## src/rtl/apb_master_if.sv

```systemverilog
// Command/response handshake and APB requester signals for apb_master.
// The master modport is the apb_master view; slave is the environment view.
interface apb_master_if #(
  parameter int ADDR_WIDTH = 6,
  parameter int DATA_WIDTH = 32
);
  logic                  cmd_valid_i;
  logic                  cmd_ready_o;
  logic                  cmd_write_i;
  logic [ADDR_WIDTH-1:0] cmd_addr_i;
  logic [DATA_WIDTH-1:0] cmd_wdata_i;
  logic                  rsp_valid_o;
  logic                  rsp_write_o;
  logic [DATA_WIDTH-1:0] rsp_rdata_o;
  logic                  psel_o;
  logic                  penable_o;
  logic                  pwrite_o;
  logic [ADDR_WIDTH-1:0] paddr_o;
  logic [DATA_WIDTH-1:0] pwdata_o;
  logic [DATA_WIDTH-1:0] prdata_i;
  logic                  busy_o;

  modport master (
    input  cmd_valid_i, cmd_write_i, cmd_addr_i, cmd_wdata_i, prdata_i,
    output cmd_ready_o, rsp_valid_o, rsp_write_o, rsp_rdata_o,
           psel_o, penable_o, pwrite_o, paddr_o, pwdata_o, busy_o
  );

  modport slave (
    output cmd_valid_i, cmd_write_i, cmd_addr_i, cmd_wdata_i, prdata_i,
    input  cmd_ready_o, rsp_valid_o, rsp_write_o, rsp_rdata_o,
           psel_o, penable_o, pwrite_o, paddr_o, pwdata_o, busy_o
  );
endinterface

```

## src/rtl/apb_master.sv

```systemverilog
// APB requester (no pready): IDLE/SETUP/ACCESS FSM fed by a cmd/rsp handshake.
// Defining APB_MASTER_FIFO_EN inserts a FIFO_DEPTH-entry command FIFO.
module apb_master #(
  parameter int ADDR_WIDTH = 6,
  parameter int DATA_WIDTH = 32,
  parameter int FIFO_DEPTH = 4
) (
  input logic          pclk_i,
  input logic          preset_n_i,
  apb_master_if.master bus
);
  typedef enum logic [1:0] {IDLE = 2'd0, SETUP = 2'd1, ACCESS = 2'd2} state_e;

  if ((FIFO_DEPTH < 2) || ((FIFO_DEPTH & (FIFO_DEPTH - 1)) != 0)) begin : g_bad_depth
    $error("apb_master: FIFO_DEPTH must be a power of two >= 2");
  end

  state_e                state_q, state_d;
  logic                  psel_q, psel_d, penable_q, penable_d;
  logic                  pwrite_q, pwrite_d;
  logic [ADDR_WIDTH-1:0] paddr_q, paddr_d;
  logic [DATA_WIDTH-1:0] pwdata_q, pwdata_d;
  logic                  rsp_valid_q, rsp_valid_d, rsp_write_q, rsp_write_d;
  logic [DATA_WIDTH-1:0] rsp_rdata_q, rsp_rdata_d;
  logic                  cmd_ready_q, cmd_ready_d, busy_q, busy_d;
  logic                  queued_d;
  logic                  take_s, src_write_s;
  logic [ADDR_WIDTH-1:0] src_addr_s;
  logic [DATA_WIDTH-1:0] src_wdata_s;

`ifdef APB_MASTER_FIFO_EN
  localparam int PTR_W   = $clog2(FIFO_DEPTH);
  localparam int CNT_W   = PTR_W + 1;
  localparam int ENTRY_W = 1 + ADDR_WIDTH + DATA_WIDTH;

  logic [ENTRY_W-1:0] mem_q [FIFO_DEPTH];
  logic [PTR_W-1:0]   wr_ptr_q, wr_ptr_d, rd_ptr_q, rd_ptr_d;
  logic [CNT_W-1:0]   count_q, count_d;
  logic               push_s, pop_s;

  // FIFO pointer/count next state; cmd_ready_q already reflects !full for this cycle.
  always_comb begin
    push_s   = bus.cmd_valid_i && cmd_ready_q;
    pop_s    = ((state_q == IDLE) || (state_q == ACCESS)) && (count_q != {CNT_W{1'b0}});
    wr_ptr_d = push_s ? (wr_ptr_q + PTR_W'(1)) : wr_ptr_q;
    rd_ptr_d = pop_s  ? (rd_ptr_q + PTR_W'(1)) : rd_ptr_q;
    count_d  = count_q + CNT_W'(push_s) - CNT_W'(pop_s);
    take_s   = pop_s;
    {src_write_s, src_addr_s, src_wdata_s} = mem_q[rd_ptr_q];
    cmd_ready_d = (count_d != CNT_W'(FIFO_DEPTH));
    queued_d    = (count_d != {CNT_W{1'b0}});
  end

  // Entry storage; count gates every read so contents need no reset.
  always_ff @(posedge pclk_i) begin
    if (push_s) begin
      mem_q[wr_ptr_q] <= {bus.cmd_write_i, bus.cmd_addr_i, bus.cmd_wdata_i};
    end
  end

  // FIFO pointers and occupancy.
  always_ff @(posedge pclk_i or negedge preset_n_i) begin
    if (!preset_n_i) begin
      wr_ptr_q <= {PTR_W{1'b0}};
      rd_ptr_q <= {PTR_W{1'b0}};
      count_q  <= {CNT_W{1'b0}};
    end else begin
      wr_ptr_q <= wr_ptr_d;
      rd_ptr_q <= rd_ptr_d;
      count_q  <= count_d;
    end
  end
`else
  // Direct issue: ready only in IDLE/ACCESS, and held low in the first cycle after reset.
  always_comb begin
    take_s      = bus.cmd_valid_i && cmd_ready_q;
    src_write_s = bus.cmd_write_i;
    src_addr_s  = bus.cmd_addr_i;
    src_wdata_s = bus.cmd_wdata_i;
    cmd_ready_d = (state_d == IDLE) || (state_d == ACCESS);
    queued_d    = 1'b0;
  end
`endif

  // FSM next state and next values of every registered output.
  always_comb begin
    state_d     = state_q;
    rsp_valid_d = 1'b0;
    rsp_write_d = rsp_write_q;
    rsp_rdata_d = rsp_rdata_q;
    case (state_q)
      IDLE: begin
        if (take_s) state_d = SETUP;
        else        state_d = IDLE;
      end
      SETUP: state_d = ACCESS;
      ACCESS: begin
        rsp_valid_d = 1'b1;
        rsp_write_d = pwrite_q;
        rsp_rdata_d = pwrite_q ? {DATA_WIDTH{1'b0}} : bus.prdata_i;
        if (take_s) state_d = SETUP;
        else        state_d = IDLE;
      end
      default: state_d = IDLE;
    endcase
    if (take_s) begin
      paddr_d  = src_addr_s;
      pwrite_d = src_write_s;
      pwdata_d = src_write_s ? src_wdata_s : {DATA_WIDTH{1'b0}};
    end else begin
      paddr_d  = paddr_q;
      pwrite_d = pwrite_q;
      pwdata_d = pwdata_q;
    end
    psel_d    = (state_d != IDLE);
    penable_d = (state_d == ACCESS);
    busy_d    = (state_d != IDLE) || queued_d;
  end

  // FSM state and registered outputs; reset aborts any transfer without a response.
  always_ff @(posedge pclk_i or negedge preset_n_i) begin
    if (!preset_n_i) begin
      state_q     <= IDLE;
      psel_q      <= 1'b0;
      penable_q   <= 1'b0;
      pwrite_q    <= 1'b0;
      paddr_q     <= {ADDR_WIDTH{1'b0}};
      pwdata_q    <= {DATA_WIDTH{1'b0}};
      rsp_valid_q <= 1'b0;
      rsp_write_q <= 1'b0;
      rsp_rdata_q <= {DATA_WIDTH{1'b0}};
      cmd_ready_q <= 1'b0;
      busy_q      <= 1'b0;
    end else begin
      state_q     <= state_d;
      psel_q      <= psel_d;
      penable_q   <= penable_d;
      pwrite_q    <= pwrite_d;
      paddr_q     <= paddr_d;
      pwdata_q    <= pwdata_d;
      rsp_valid_q <= rsp_valid_d;
      rsp_write_q <= rsp_write_d;
      rsp_rdata_q <= rsp_rdata_d;
      cmd_ready_q <= cmd_ready_d;
      busy_q      <= busy_d;
    end
  end

  assign bus.psel_o      = psel_q;
  assign bus.penable_o   = penable_q;
  assign bus.pwrite_o    = pwrite_q;
  assign bus.paddr_o     = paddr_q;
  assign bus.pwdata_o    = pwdata_q;
  assign bus.rsp_valid_o = rsp_valid_q;
  assign bus.rsp_write_o = rsp_write_q;
  assign bus.rsp_rdata_o = rsp_rdata_q;
  assign bus.cmd_ready_o = cmd_ready_q;
  assign bus.busy_o      = busy_q;
endmodule
```

## src/flat_wrapper.sv

```systemverilog
// flat-port wrapper written by rule: the top's interface ports become plain ports
module apb_master_flat 
#(
  parameter int ADDR_WIDTH = 6,
  parameter int DATA_WIDTH = 32,
  parameter int FIFO_DEPTH = 4
)
  (pclk_i, preset_n_i, bus_cmd_valid_i, bus_cmd_write_i, bus_cmd_addr_i, bus_cmd_wdata_i, bus_prdata_i, bus_cmd_ready_o, bus_rsp_valid_o, bus_rsp_write_o, bus_rsp_rdata_o, bus_psel_o, bus_penable_o, bus_pwrite_o, bus_paddr_o, bus_pwdata_o, bus_busy_o);
  apb_master_if #(.ADDR_WIDTH(ADDR_WIDTH), .DATA_WIDTH(DATA_WIDTH)) bus_i ();
  input logic pclk_i;
  input logic preset_n_i;
  input wire logic [$bits(bus_i.cmd_valid_i)-1:0] bus_cmd_valid_i;
  input wire logic [$bits(bus_i.cmd_write_i)-1:0] bus_cmd_write_i;
  input wire logic [$bits(bus_i.cmd_addr_i)-1:0] bus_cmd_addr_i;
  input wire logic [$bits(bus_i.cmd_wdata_i)-1:0] bus_cmd_wdata_i;
  input wire logic [$bits(bus_i.prdata_i)-1:0] bus_prdata_i;
  output wire logic [$bits(bus_i.cmd_ready_o)-1:0] bus_cmd_ready_o;
  output wire logic [$bits(bus_i.rsp_valid_o)-1:0] bus_rsp_valid_o;
  output wire logic [$bits(bus_i.rsp_write_o)-1:0] bus_rsp_write_o;
  output wire logic [$bits(bus_i.rsp_rdata_o)-1:0] bus_rsp_rdata_o;
  output wire logic [$bits(bus_i.psel_o)-1:0] bus_psel_o;
  output wire logic [$bits(bus_i.penable_o)-1:0] bus_penable_o;
  output wire logic [$bits(bus_i.pwrite_o)-1:0] bus_pwrite_o;
  output wire logic [$bits(bus_i.paddr_o)-1:0] bus_paddr_o;
  output wire logic [$bits(bus_i.pwdata_o)-1:0] bus_pwdata_o;
  output wire logic [$bits(bus_i.busy_o)-1:0] bus_busy_o;
  assign bus_i.cmd_valid_i = bus_cmd_valid_i;
  assign bus_i.cmd_write_i = bus_cmd_write_i;
  assign bus_i.cmd_addr_i = bus_cmd_addr_i;
  assign bus_i.cmd_wdata_i = bus_cmd_wdata_i;
  assign bus_i.prdata_i = bus_prdata_i;
  assign bus_cmd_ready_o = bus_i.cmd_ready_o;
  assign bus_rsp_valid_o = bus_i.rsp_valid_o;
  assign bus_rsp_write_o = bus_i.rsp_write_o;
  assign bus_rsp_rdata_o = bus_i.rsp_rdata_o;
  assign bus_psel_o = bus_i.psel_o;
  assign bus_penable_o = bus_i.penable_o;
  assign bus_pwrite_o = bus_i.pwrite_o;
  assign bus_paddr_o = bus_i.paddr_o;
  assign bus_pwdata_o = bus_i.pwdata_o;
  assign bus_busy_o = bus_i.busy_o;
  apb_master #(.ADDR_WIDTH(ADDR_WIDTH), .DATA_WIDTH(DATA_WIDTH), .FIFO_DEPTH(FIFO_DEPTH)) u_core (.pclk_i(pclk_i), .preset_n_i(preset_n_i), .bus(bus_i));
endmodule
```

## config.mk

```make
export PLATFORM = sky130hd
export DESIGN_NAME = apb_master_flat
export DESIGN_NICKNAME = d
export VERILOG_FILES = /design/src/rtl/apb_master_if.sv /design/src/rtl/apb_master.sv /design/src/flat_wrapper.sv
export SDC_FILE = /design/constraint.sdc
export NUM_CORES = 1
export LEC_CHECK = 0
export ABC_AREA = 1
export BUFFER_PORTS_ARGS = -buffer_cell sky130_fd_sc_hd__buf_2
export CAP_MARGIN = 20
export CORE_MARGIN = 4
export CORE_UTILIZATION = 27
export DETAILED_ROUTE_END_ITERATION = 8
export GPL_TIMING_DRIVEN = 0
export PLACE_DENSITY_LB_ADDON = 0.05
export SYNTH_ARGS = -nofsm -noshare
export SYNTH_HDL_FRONTEND = slang
export SYNTH_SLANG_ARGS = --single-unit
export TNS_END_PERCENT = 5
```

## constraint.sdc

```tcl
create_clock -name pclk_i -period 2.5 [get_ports pclk_i]
set_input_delay 0.5 -clock pclk_i [delete_from_list [all_inputs] [get_ports pclk_i]]
set_output_delay 0.5 -clock pclk_i [all_outputs]
set_load 0.005 [all_outputs]
```

Word level (Yosys, flattened, before mapping)
Cells that the tools add are included.
{"block": "op_classes", "add_sub_neg": 0, "mul": 0, "n_div": 0, "order_cmp": 0, "n_eq_ne": 3, "shifts": 0, "muxes": 5, "bitwise": 0, "n_reduce_logical": 6}
{"cell": "$mux 32", "n": 2}
{"cell": "$eq 2x2->1 const B", "n": 2}
{"cell": "$logic_not 2->1", "n": 2}
{"cell": "$pmux 2 s2", "n": 1}
{"cell": "$eq 2x1->1 const B", "n": 1}
{"cell": "$mux 1", "n": 2}
{"cell": "$reduce_bool 2->1", "n": 1}
{"cell": "$reduce_or 2->1", "n": 1}
{"cell": "$logic_and 1x1->1", "n": 1}
{"cell": "$logic_or 1x1->1", "n": 1}
{"block": "totals", "regBits": 78, "latch_bits": 0, "ramBits": 0, "romBits": 0, "input_bits": 74, "out_inout_bits": 77, "wordCells": 24, "n_memories": 0}

Longest topological paths before layout
Gate-level depths: netlist (run 1).
{"block": "depth", "word_depth": 5, "mapped_depth": 5, "ltp_nobuf": 4}

Worst setup path after synthesis (run 1)
Ideal clock, no wire load.
{"block": "synth_timing", "path_kind": "input to register", "from": "input port bus_cmd_valid_i", "to": "register u_core.pwdata_q[17] (netlist: u_core.bus.pwdata_o[17])", "setup_time_ns": 0.128, "arrival_ns": 0.944, "required_ns": 2.372, "setup_slack_ns": 1.428, "stages": 3, "path_buffers": 1, "cell_sequence": "nand2_1 > clkbuf_2 > o21ai_0"}
{"block": "synth_via", "elab_chain_len": 1}
{"item": "from (decl)", "line_no": "flat_wrapper.sv:12", "text": "input wire logic [$bits(bus_i.cmd_valid_i)-1:0] bus_cmd_valid_i;"}
{"item": "$logic_and 1x1->1", "line_no": "apb_master.sv:76", "text": "take_s = bus.cmd_valid_i && cmd_ready_q;"}
{"item": "to (signal assigned)", "line_no": "apb_master.sv:128", "text": "pwdata_q <= {DATA_WIDTH{1'b0}};"}
{"item": "to (signal assigned)", "line_no": "apb_master.sv:140", "text": "pwdata_q <= pwdata_d;"}
{"item": "to (decl)", "line_no": "apb_master.sv:22", "text": "logic [DATA_WIDTH-1:0] pwdata_q, pwdata_d;"}
Every way passes these cells.
A chain may end at the register's enable or synchronous reset.

Worst setup path after layout (run 1)
{"block": "layout_timing", "from": "register u_core.psel_q (netlist: u_core.bus.psel_o)", "to": "output port bus_psel_o"}
{"item": "from (decl)", "line_no": "apb_master.sv:19", "text": "logic psel_q, psel_d, penable_q, penable_d;"}
{"item": "from (signal assigned)", "line_no": "apb_master.sv:136", "text": "psel_q <= psel_d;"}
{"item": "to (decl)", "line_no": "flat_wrapper.sv:21", "text": "output wire logic [$bits(bus_i.psel_o)-1:0] bus_psel_o;"}
No word-level cell between the ends.

==> results of run 1 <==
## where the power goes
part	internal, mW	total (mW)	switching (mW)
Combinational	0.364	0.785	0.421
Sequential	1.50	1.63	0.134
Clock	0.666	1.17	0.501
## per-layer routing
layer	vias to the layer above	track usage	wire, µm
met2	110	0.194	3860
li1	1476	-	-
met4	0	0.0619	150
met3	12	0.0472	980
met5	-	0	0
met1	1276	0.173	3970
## placed cells by master, fill, tap and decap left out
master and instances:
o21ai_0 21, inv_2 2, buf_2 163, dfrtp_1 77
buf_16 1, o21ai_1 11, clkbuf_16 9, nor2_4 1
clkbuf_2 3, clkinv_2 4, nand2_2 1, nand2_1 187
clkbuf_1 2, buf_4 5, clkinvlp_4 1, inv_1 35
nor2_1 33
## cell families (layout without fill, tap and decap cells)
kind of cell	count (synthesis)	in the layout
DFF	77	77
AOI/OAI and AO/OA	32	32
buffers and inverters	59	225
and+or+nand+nor	222	222
## layout make-up
class	count	area, µm²
Buffer	22	120
Clock buffer	11	233
Clock inverter	5	27.5
Fill cell	1231	7060
Inverter	37	139
Multi-Input combinational cell	254	1000
Sequential cell	77	1930
Tap cell	143	179
Timing Repair Buffer	150	776
## worst max path at each step
| stage | end | slack (ns) |
|---|---|---|
| floorplan | u_core.bus.pwdata_o[17] | 1.43 |
| global placement | u_core.bus.pwdata_o[16] | 0.24 |
| detailed placement | u_core.bus.pwdata_o[17] | 1.04 |
| CTS | bus_psel_o | 1.03 |
| global route | bus_psel_o | 1.02 |
| finish | bus_psel_o | 1.05 |
## stage by stage
stage	utilization	hold slack (ns)	worst slack [ns]	area, µm²
after floorplan	-	0.204	1.43	3190
after global placement	0.359	0.456	0.237	4110
after detailed placement	0.361	0.460	1.04	4140
after CTS	0.384	0.124	1.03	4400
after global routing	0.384	0.141	1.02	4400
final	0.384	0.117	1.05	4400
## state kept, by name, indices dropped and copies added, names as in the netlist
register and cells:
u_core.bus.rsp_rdata_o 32, u_core.bus.pwrite_o 1, u_core.bus.penable_o 1, u_core.bus.paddr_o 6
u_core.bus.rsp_valid_o 1, u_core.bus.pwdata_o 32, u_core.state_q 1, u_core.bus.cmd_ready_o 1
u_core.bus.rsp_write_o 1, u_core.bus.psel_o 1
==> summary.txt, run 1 <==
Global routing
  • Antenna violations before repair: 0
  • Vias in the first global route: 2798
  • First-pass GRT wire length: 14.0 mm
  • GRT Overall Usage: 0.132
  • Largest net degree at the start of global routing: 47
  • Grt total ovfl: 0

Clock network
  • Clock root cell: clkbuf_16
  • Clk sink count: between 70 and 80
  • Number of gates resized after cts: 0
  • Total clock buffers created by CTS: 9
  • H-tree depth reported by CTS: 3
  • Hold_buf cts: 0
  • CTS tree: done
  • Worst skew pair latency: around 0.33 ns
  • Total setup buffers inserted after CTS: 0
  • CTS max path bufs: 2
  • Reg clk slew, reported paths: 0.06 ns

Logic synthesis
  • Mux contribution to synthesized area: 0
  • Register area share after synthesis: 0.604
  • Most frequent cells after synthesis: 187 x nand2_1, 77 x dfrtp_1, 35 x inv_1
  • Post-Syn Area: roughly 3200 µm²
  • Syn_nets: roughly 460
  • Syn. warnings: 0
  • Synth unique cells: 12
  • Post-Synth XOR/XNOR Area: 0
  • Top cell type's share of synthesized area: 0.604
  • Ranking of synthesized cells by area: dfrtp_1 60%, nand2_1 22%, inv_1 4.1%
  • Largest family of logic cells by synthesized area: simple AND/OR/NAND/NOR gates
  • Post-Synth Adder-Cell Area: 0
  • Most frequent cell after synthesis: nand2_1
  • Cells after synthesis: 390
  • Syn avg cell area: 8.18 µm²
  • FF+latch count, synth: 77
  • Number of synthesized flops with an enable pin: 0
  • Post-synth ARST share: 1.00
  • Yosys top cell by area: dfrtp_1
  • Post-Synth Simple-Gate Area: 0.264
  • Compound-Gate Fraction of Synth Area: 0.0502
  • Top FF cell, synth: dfrtp_1

Critical path
  • Worst reg2reg startpoint: u_core.bus.cmd_ready_o
  • Critical Path, Cell by Cell: buf_4 -> buf_2
  • Worst Path Buf+Inv: 2
  • WP data arrival: between 0.9 and 1 ns
  • Crit. Startpoint: u_core.bus.psel_o
  • Top delay family on crit path: flip-flops
  • Worst path depth: 2
  • R2r setup slk: 1.33 ns
  • Worst path max stage delay: 0.38 ns
  • R2r endpoint: u_core.bus.pwdata_o[18]
  • Worst path required time: about 2 ns
  • R2R depth: 3
  • Startpoint types: register
  • Nature of the critical path endpoint: output pin
  • CP max FO: 2
  • Critical path class: register to output pin
  • Critical path's slowest cell: dfrtp_1

Routing
  • Routed via count divided by cell count: slightly above 4
  • DRT antenna net count: 0
  • First drt pass iteration count: 4
  • WL per Instance: 12.8 µm
  • Routed via count: 2874
  • Initial DRC count: ~120
  • DRC viols: 0
  • Wirelength, routed: between 8 and 9 mm

Pwr
  • Pwr per Cell Area: approximately 810 nW/µm²
  • Lkg Pwr: ~2.6 nW
  • Power Total: 3.58 mW
  • Maximum vdd drop: 273 µV

Place
  • Gpl congestion: 0.750
  • Placed Cells: between 600 and 700
  • I/O Buffers: 149
  • Post-DP HPWL: 6.39 mm

Min path
  • Hold Path Class: input pin to asynchronous set/reset pin

Cells and area
  • Share of layout cells above drive strength 1: 0.342
  • Antenna fix cells: 0
  • NumNets Final: 625
  • Non-filler cells, final: 699
  • Area Growth Syn to Fin: 38.1%

Flow run
  • Max-capacitance violation count: 0

Floorplanning
  • Die width: 117 µm
  • Die Area: 13600 µm²
  • I/O pin cnt: 151
  • DIE HEIGHT: 117 µm
  • Core area: 11500 µm²
  • Num rows: 39
  • Initial Utilization: 0.278

STA
  • RSZ-0062 raised after global routing: no
  • Final setup vio count: 0
  • Setup tns final: 0 ns
  • Max Freq: 0.691 GHz
  • Slew Limit Fails: 0
  • Max_slew headroom: 0.690
  • Tightest Pin Transition: about 0.46 ns
  • Hold Fails Final Rpt: 0
  • Final Cycle Share: 0.578
  • Final Skew: 0.00526 ns
  • Crit path time final: 1.45 ns

Outcome
  • Result of the run: finished, final reports clean
No activity file was read; power rests on OpenSTA's default activity.
==> run 2: changes to the inputs <==
- clock period: 2.5 -> 1.47 ns (I/O delays scaled with it)
==> summary.txt, run 2 (synthesized netlist as in run 1, its figures left out) <==
Pwr
  • Maximum vdd drop: 466 µV (+70%)
  • Switching portion of total power: 0.294 (about the same)
  • Sw power: 1.79 mW (+70%)
  • Logic pwr share: 0.219 (about the same)
  • Lkg Pwr: 2.64 nW (+0.16%)
  • Clock power frac: 0.325 (about the same)
  • Flop pwr share: 0.455 (about the same)
  • Pwr per Cell Area: 1380 nW/µm² (+70%)
  • Power Total: 6.10 mW (+70%)
  • P_int: 4.30 mW (+70%)

STA
  • Max Freq: 0.806 GHz
  • Crit path time final: 1.24 ns
  • Final Skew: 0.00526 ns (+0.000000500 ns)
  • Slew Limit Fails: 0 (unchanged)
  • Worst setup margin: 0.230 ns (-0.824 ns)
  • Final setup vio count: 0 (unchanged)
  • Tightest Pin Transition: 0.463 ns (-0.00125 ns)
  • Final Cycle Share: 0.844
  • RSZ-0062 raised after global routing: no
  • Max_slew headroom: 0.691 (+0.000836)
  • Hold Fails Final Rpt: 0 (unchanged)

Clock network
  • Clock root cell: clkbuf_16
  • Total setup buffers inserted after CTS: 0 (unchanged)
  • CTS tree: done
  • Total clock buffers created by CTS: 9 (unchanged)
  • CTS max path bufs: 2 (unchanged)
  • Reg clk slew, reported paths: 0.06 ns (about the same)
  • H-tree depth reported by CTS: 3 (unchanged)
  • Clk sink count: 77 (unchanged)
  • Worst skew pair latency: 0.33 ns (about the same)

Critical path
  • Worst path max stage delay: 0.38 ns (about the same)
  • Crit. Startpoint: u_core.bus.psel_o
  • Critical Path, Cell by Cell: buf_4 -> buf_2
  • Worst path required time: 1.18 ns (-0.82 ns)
  • Nature of the critical path endpoint: output pin
  • Worst reg2reg startpoint: u_core.bus.cmd_ready_o
  • WP data arrival: 0.95 ns (about the same)
  • Startpoint types: register
  • Critical path class: register to output pin
  • Critical path's slowest cell: dfrtp_1
  • CP max FO: 2 (unchanged)

Place
  • Placed Cells: 683 (unchanged)
  • Post-DP HPWL: 6.39 mm (unchanged)
  • Pre-CTS setup slack: 0.219 ns (-0.824 ns)
  • Gpl congestion: 0.750 (unchanged)
  • I/O Buffers: 149 (unchanged)

Global routing
  • Vias in the first global route: 2798 (unchanged)
  • First-pass GRT wire length: 14.0 mm (unchanged)
  • Antenna violations before repair: 0 (unchanged)
  • Largest net degree at the start of global routing: 47 (unchanged)
  • GRT Overall Usage: 0.132 (unchanged)
  • Grt total ovfl: 0 (unchanged)

Floorplanning
  • Die width: 117 µm (unchanged)
  • Die Area: 13600 µm² (unchanged)
  • Initial Utilization: 0.278 (unchanged)
  • DIE HEIGHT: 117 µm (unchanged)
  • Num rows: 39 (unchanged)
  • I/O pin cnt: 151 (unchanged)
  • Core area: 11500 µm² (unchanged)

Routing
  • Routed via count: 2875 (+0.035%)
  • Metal-1 WL: 3.98 mm (+0.33%)
  • WL per Instance: 12.8 µm (about the same)
  • Routed via count divided by cell count: 4.11 (-0.11%)
  • Met3 WL: 961 µm (-1.9%)
  • Initial DRC count: 102 (-11%)
  • Top Layer Used: met4
  • Wirelength, routed: 8.97 mm (+0.11%)
  • First drt pass iteration count: 4 (unchanged)
  • Met2 WL: 3.88 mm (+0.41%)
  • DRT antenna net count: 0 (unchanged)
  • DRC viols: 0 (unchanged)

Cells and area
  • NumNets Final: 626 (+0.16%)
  • Fillers: 1230 (-0.081%)
  • Antenna fix cells: 0 (unchanged)
  • Most frequent cells in the layout: 187 x nand2_1, 163 x buf_2, 77 x dfrtp_1
  • Multi-input gate area: 1000 µm² (unchanged)
  • Reg area: 1930 µm² (unchanged)
  • Area Growth Syn to Fin: 38.4%
  • Commonest non-fill, non-tap cell in the layout: nand2_1
  • Share of layout cells above drive strength 1: 0.341 (-0.000614)
  • Non-filler cells, final: 700 (+0.14%)

Flow run
  • Max-capacitance violation count: 0 (unchanged)

Min path
  • Hold path startpoint: bus_cmd_addr_i[4]
  • Hold Path Class: input pin to register

Outcome
  • Result of the run: finished, final reports clean
-- run 2: cell count changes in the layout (fill, tap and decap cells not counted) --
cell / delta
dlygate4sd3_1: +1
-- run 2: final timing paths --
check                                             end  slack [ns]  depth (start not counted)
min in group asynchronous  u_core.bus.rsp_rdata_o[28]        0.46                          2
hold reg to reg             u_core.bus.rsp_rdata_o[8]        0.47                          2
hold / removal                  u_core.bus.paddr_o[4]        0.15                          3
setup / recovery                           bus_psel_o        0.23                          2
max in group asynchronous     u_core.bus.pwdata_o[26]        0.42                          3
setup reg to reg              u_core.bus.pwdata_o[18]        0.30                          3
-- run 2: cell type report --
cell class / instances / area share
flip-flops and latches: 77 / 0.437
multi-input cells: 254 / 0.227
repair buffers: 151 / 0.178
clock buffers: 11 / 0.0527
well taps: 143 / 0.0405
inverters: 37 / 0.0315
plain buffers: 22 / 0.0272
clock inverters: 5 / 0.00624
-- run 2: per-stage QoR --
step | TNS [ns] | utilization | cell area (µm²) | hold slack [ns]
6_report | 0 | 0.385 | 4410 | 0.155
5_1_grt | 0 | 0.385 | 4410 | 0.162
4_1_cts | 0 | 0.385 | 4410 | 0.143
3_5_place_dp | 0 | 0.361 | 4140 | 0.274
3_3_place_gp | -44.70 | 0.359 | 4110 | 0.456
2_1_floorplan | 0 | - | 3190 | -0.00159
-- run 2: layer usage --
metal | vias up | GRT usage
met5 | - | 0
met4 | 0 | 0.0619
met3 | 12 | 0.0472
met2 | 110 | 0.194
met1 | 1275 | 0.173
li1 | 1478 | -
-- run 2: what timing repair did --
item                                    in CTS  in global routing
gates resized for setup                      0                  0
endpoints found under the hold margin       31                  0
endpoints found under the setup margin       0                  0
hold buffers                                 1                  0
-- run 2: power by group through the flow --
stage	clock (mW)	sequential, mW	combinational, mW
final	1.98	2.78	1.34
after global routing	2.17	2.83	1.55
after CTS	2.06	2.78	1.38
after detailed placement	0	2.81	1.38
after global placement	0	2.80	1.36
after floorplan	0	2.84	0.566
-- run 2: critical path, delay by kind of cell, from the launching register on --
family / cells / cell delay [ns]
buffers and inverters: 2 / 0.24
flip-flops: 1 / 0.38
==> run 3: changes to the inputs <==
- clock period: 1.47 -> 1 ns (I/O delays scaled with it)
==> summary.txt, run 3 (synthesized netlist as in run 1, its figures left out) <==
Outcome
  • Result of the run: finished, violations left
  • Failing checks: hold timing, setup timing

Routing
  • Initial DRC count: 100 (-2.0%)
  • Routed via count divided by cell count: 4.13 (+0.50%)
  • Top Layer Used: met4
  • Routed via count: 2914 (+1.4%)
  • Wirelength, routed: 9.21 mm (+2.7%)
  • First drt pass iteration count: 4 (unchanged)
  • DRT antenna net count: 0 (unchanged)
  • Metal-1 WL: 4.06 mm (+2.0%)
  • Met2 WL: 4.06 mm (+4.6%)
  • DRC viols: 0 (unchanged)
  • WL per Instance: 13.0 µm (+1.8%)
  • Met3 WL: 924 µm (-3.9%)

Clock network
  • CTS tree: done
  • Reg clk slew, reported paths: 0.06 ns (about the same)
  • H-tree depth reported by CTS: 3 (unchanged)
  • Total clock buffers created by CTS: 9 (unchanged)
  • Worst skew pair latency: 0.33 ns (about the same)
  • Clock root cell: clkbuf_16
  • CTS max path bufs: 2 (unchanged)
  • Clk sink count: 77 (unchanged)

Floorplanning
  • Core area: 11500 µm² (unchanged)
  • DIE HEIGHT: 117 µm (unchanged)
  • Num rows: 39 (unchanged)
  • Die width: 117 µm (unchanged)
  • I/O pin cnt: 151 (unchanged)
  • Die Area: 13600 µm² (unchanged)
  • Initial Utilization: 0.278 (unchanged)

STA
  • Final Skew: 0.00454 ns (-0.000717 ns)
  • Max Freq: 0.880 GHz
  • Worst setup margin: -0.136 ns (-0.366 ns)
  • Final setup vio count: 110 (+110)
  • Max_slew headroom: 0.687 (-0.00380)
  • Hold slack: -0.181 ns (-0.336 ns)
  • Tightest Pin Transition: 0.469 ns (+0.00571 ns)
  • Crit path time final: 1.14 ns
  • Final Cycle Share: 1.14
  • Slew Limit Fails: 0 (unchanged)
  • RSZ-0062 raised after global routing: yes
  • Hold Fails Final Rpt: 31 (+31)

Global routing
  • Antenna violations before repair: 0 (unchanged)
  • Grt total ovfl: 0 (unchanged)
  • First-pass GRT wire length: 14.1 mm (+0.89%)
  • Vias in the first global route: 2805 (+0.25%)
  • Largest net degree at the start of global routing: 47 (unchanged)
  • GRT Overall Usage: 0.133 (+0.00141)

Pwr
  • Lkg Pwr: 2.74 nW (+3.7%)
  • Maximum vdd drop: 685 µV (+47%)
  • Power Total: 9.23 mW (+51%)
  • Pwr per Cell Area: 1970 nW/µm² (+43%)

Place
  • Pre-CTS setup slack: -0.207 ns (-0.426 ns)
  • I/O Buffers: 149 (unchanged)
  • Post-DP HPWL: 6.39 mm (unchanged)
  • Gpl congestion: 0.750 (unchanged)

Critical path
  • Worst path required time: 0.80 ns (-0.38 ns)
  • Critical path class: register to output pin
  • WP data arrival: 0.94 ns (about the same)
  • Nature of the critical path endpoint: output pin
  • CP max FO: 2 (unchanged)
  • Startpoint types: register

Cells and area
  • Fillers: 1198 (-2.6%)
  • Commonest non-fill, non-tap cell in the layout: nand2_1
  • Area Growth Syn to Fin: 46.8%
  • Util after Layout: 0.408 (+0.0232)
  • NumNets Final: 632 (+0.96%)
  • Antenna fix cells: 0 (unchanged)
  • Share of layout cells above drive strength 1: 0.371 (+0.0301)
  • Most frequent cells in the layout: 183 x nand2_1, 149 x buf_2, 75 x dfrtp_1

Min path
  • Hold Path Class: input pin to asynchronous set/reset pin

Flow run
  • Max-capacitance violation count: 0 (unchanged)
-- run 3: changes by cell type in the layout (fill, tap and decap cells not counted), moves of 3 or more --
cell,change
buf_2,-14
buf_8,+6
clkbuf_2,-3
nand2_1,-4
o21ai_0,-17
o21ai_1,+15
buf_6,+13
-- run 3: repair_timing --
| item | in CTS | in global routing |
|---|---|---|
| endpoints found under the hold margin | 31 | 31 |
| pin swaps | 1 | 5 |
| resized for setup | 26 | 51 |
| buffers inserted | 0 | 4 |
| endpoints found under the setup margin | 149 | 144 |
| gates cloned | 1 | 2 |
-- run 3: cell type report --
| class | instances | area, µm² | share of cell area |
|---|---|---|---|
| buffer | 22 | 226 | 0.0484 |
| clock buffer | 11 | 233 | 0.0497 |
| clock inverter | 5 | 27.5 | 0.00588 |
| inverter | 37 | 143 | 0.0305 |
| multi-input combinational | 255 | 1070 | 0.230 |
| sequential | 77 | 1930 | 0.412 |
| tap | 143 | 179 | 0.0382 |
| timing repair buffer | 156 | 868 | 0.186 |
-- run 3: per-layer routing --
metal  up-vias  global-route usage
met3        13              0.0472
met1      1303               0.177
met5         -                   0
li1       1497                   -
met4         0              0.0619
met2       101               0.195
-- run 3: power by group --
group	internal, mW	total, mW	switching [mW]	leakage (nW)
Combinational	1.09	2.22	1.13	1.62
Clock	1.66	2.92	1.26	0.129
Sequential	3.75	4.09	0.340	0.986
Total	6.50	9.23	2.73	2.74
-- run 3: metrics by stage --
| stage | hold WS [ns] | cell area [µm²] | TNS, ns | cells |
|---|---|---|---|---|
| detailed placement | 0.180 | 4140 | -8.08 | 683 |
| finish | -0.181 | 4680 | -3.48 | 706 |
| global route | -0.159 | 4680 | -9.79 | 706 |
| CTS | -0.176 | 4500 | -6.56 | 700 |
| global placement | 0.394 | 4110 | -80.68 | 682 |
| floorplan | -0.0956 | 3190 | 0 | 390 |
-- run 3: worst paths after layout --
kind / start / endpoint / slack, ns / depth (start not counted)
hold reg to reg: u_core.bus.rsp_rdata_o[28] / u_core.bus.rsp_rdata_o[28] / 0.47 / 2
setup reg to reg: u_core.bus.cmd_ready_o / u_core.bus.psel_o / -0.05 / 4
setup / recovery: u_core.bus.psel_o / bus_psel_o / -0.14 / 2
min in group pclk_i: bus_cmd_addr_i[4] / u_core.bus.paddr_o[4] / 0.06 / 3
max in group asynchronous: preset_n_i / u_core.bus.pwdata_o[26] / 0.58 / 2
hold / removal: preset_n_i / u_core.bus.rsp_rdata_o[28] / -0.18 / 1
-- run 3: worst max-delay path, cell delays in order (launching register included) --
cell and delay, ns:
dfrtp_1 0.39, buf_6 0.12, buf_6 0.10
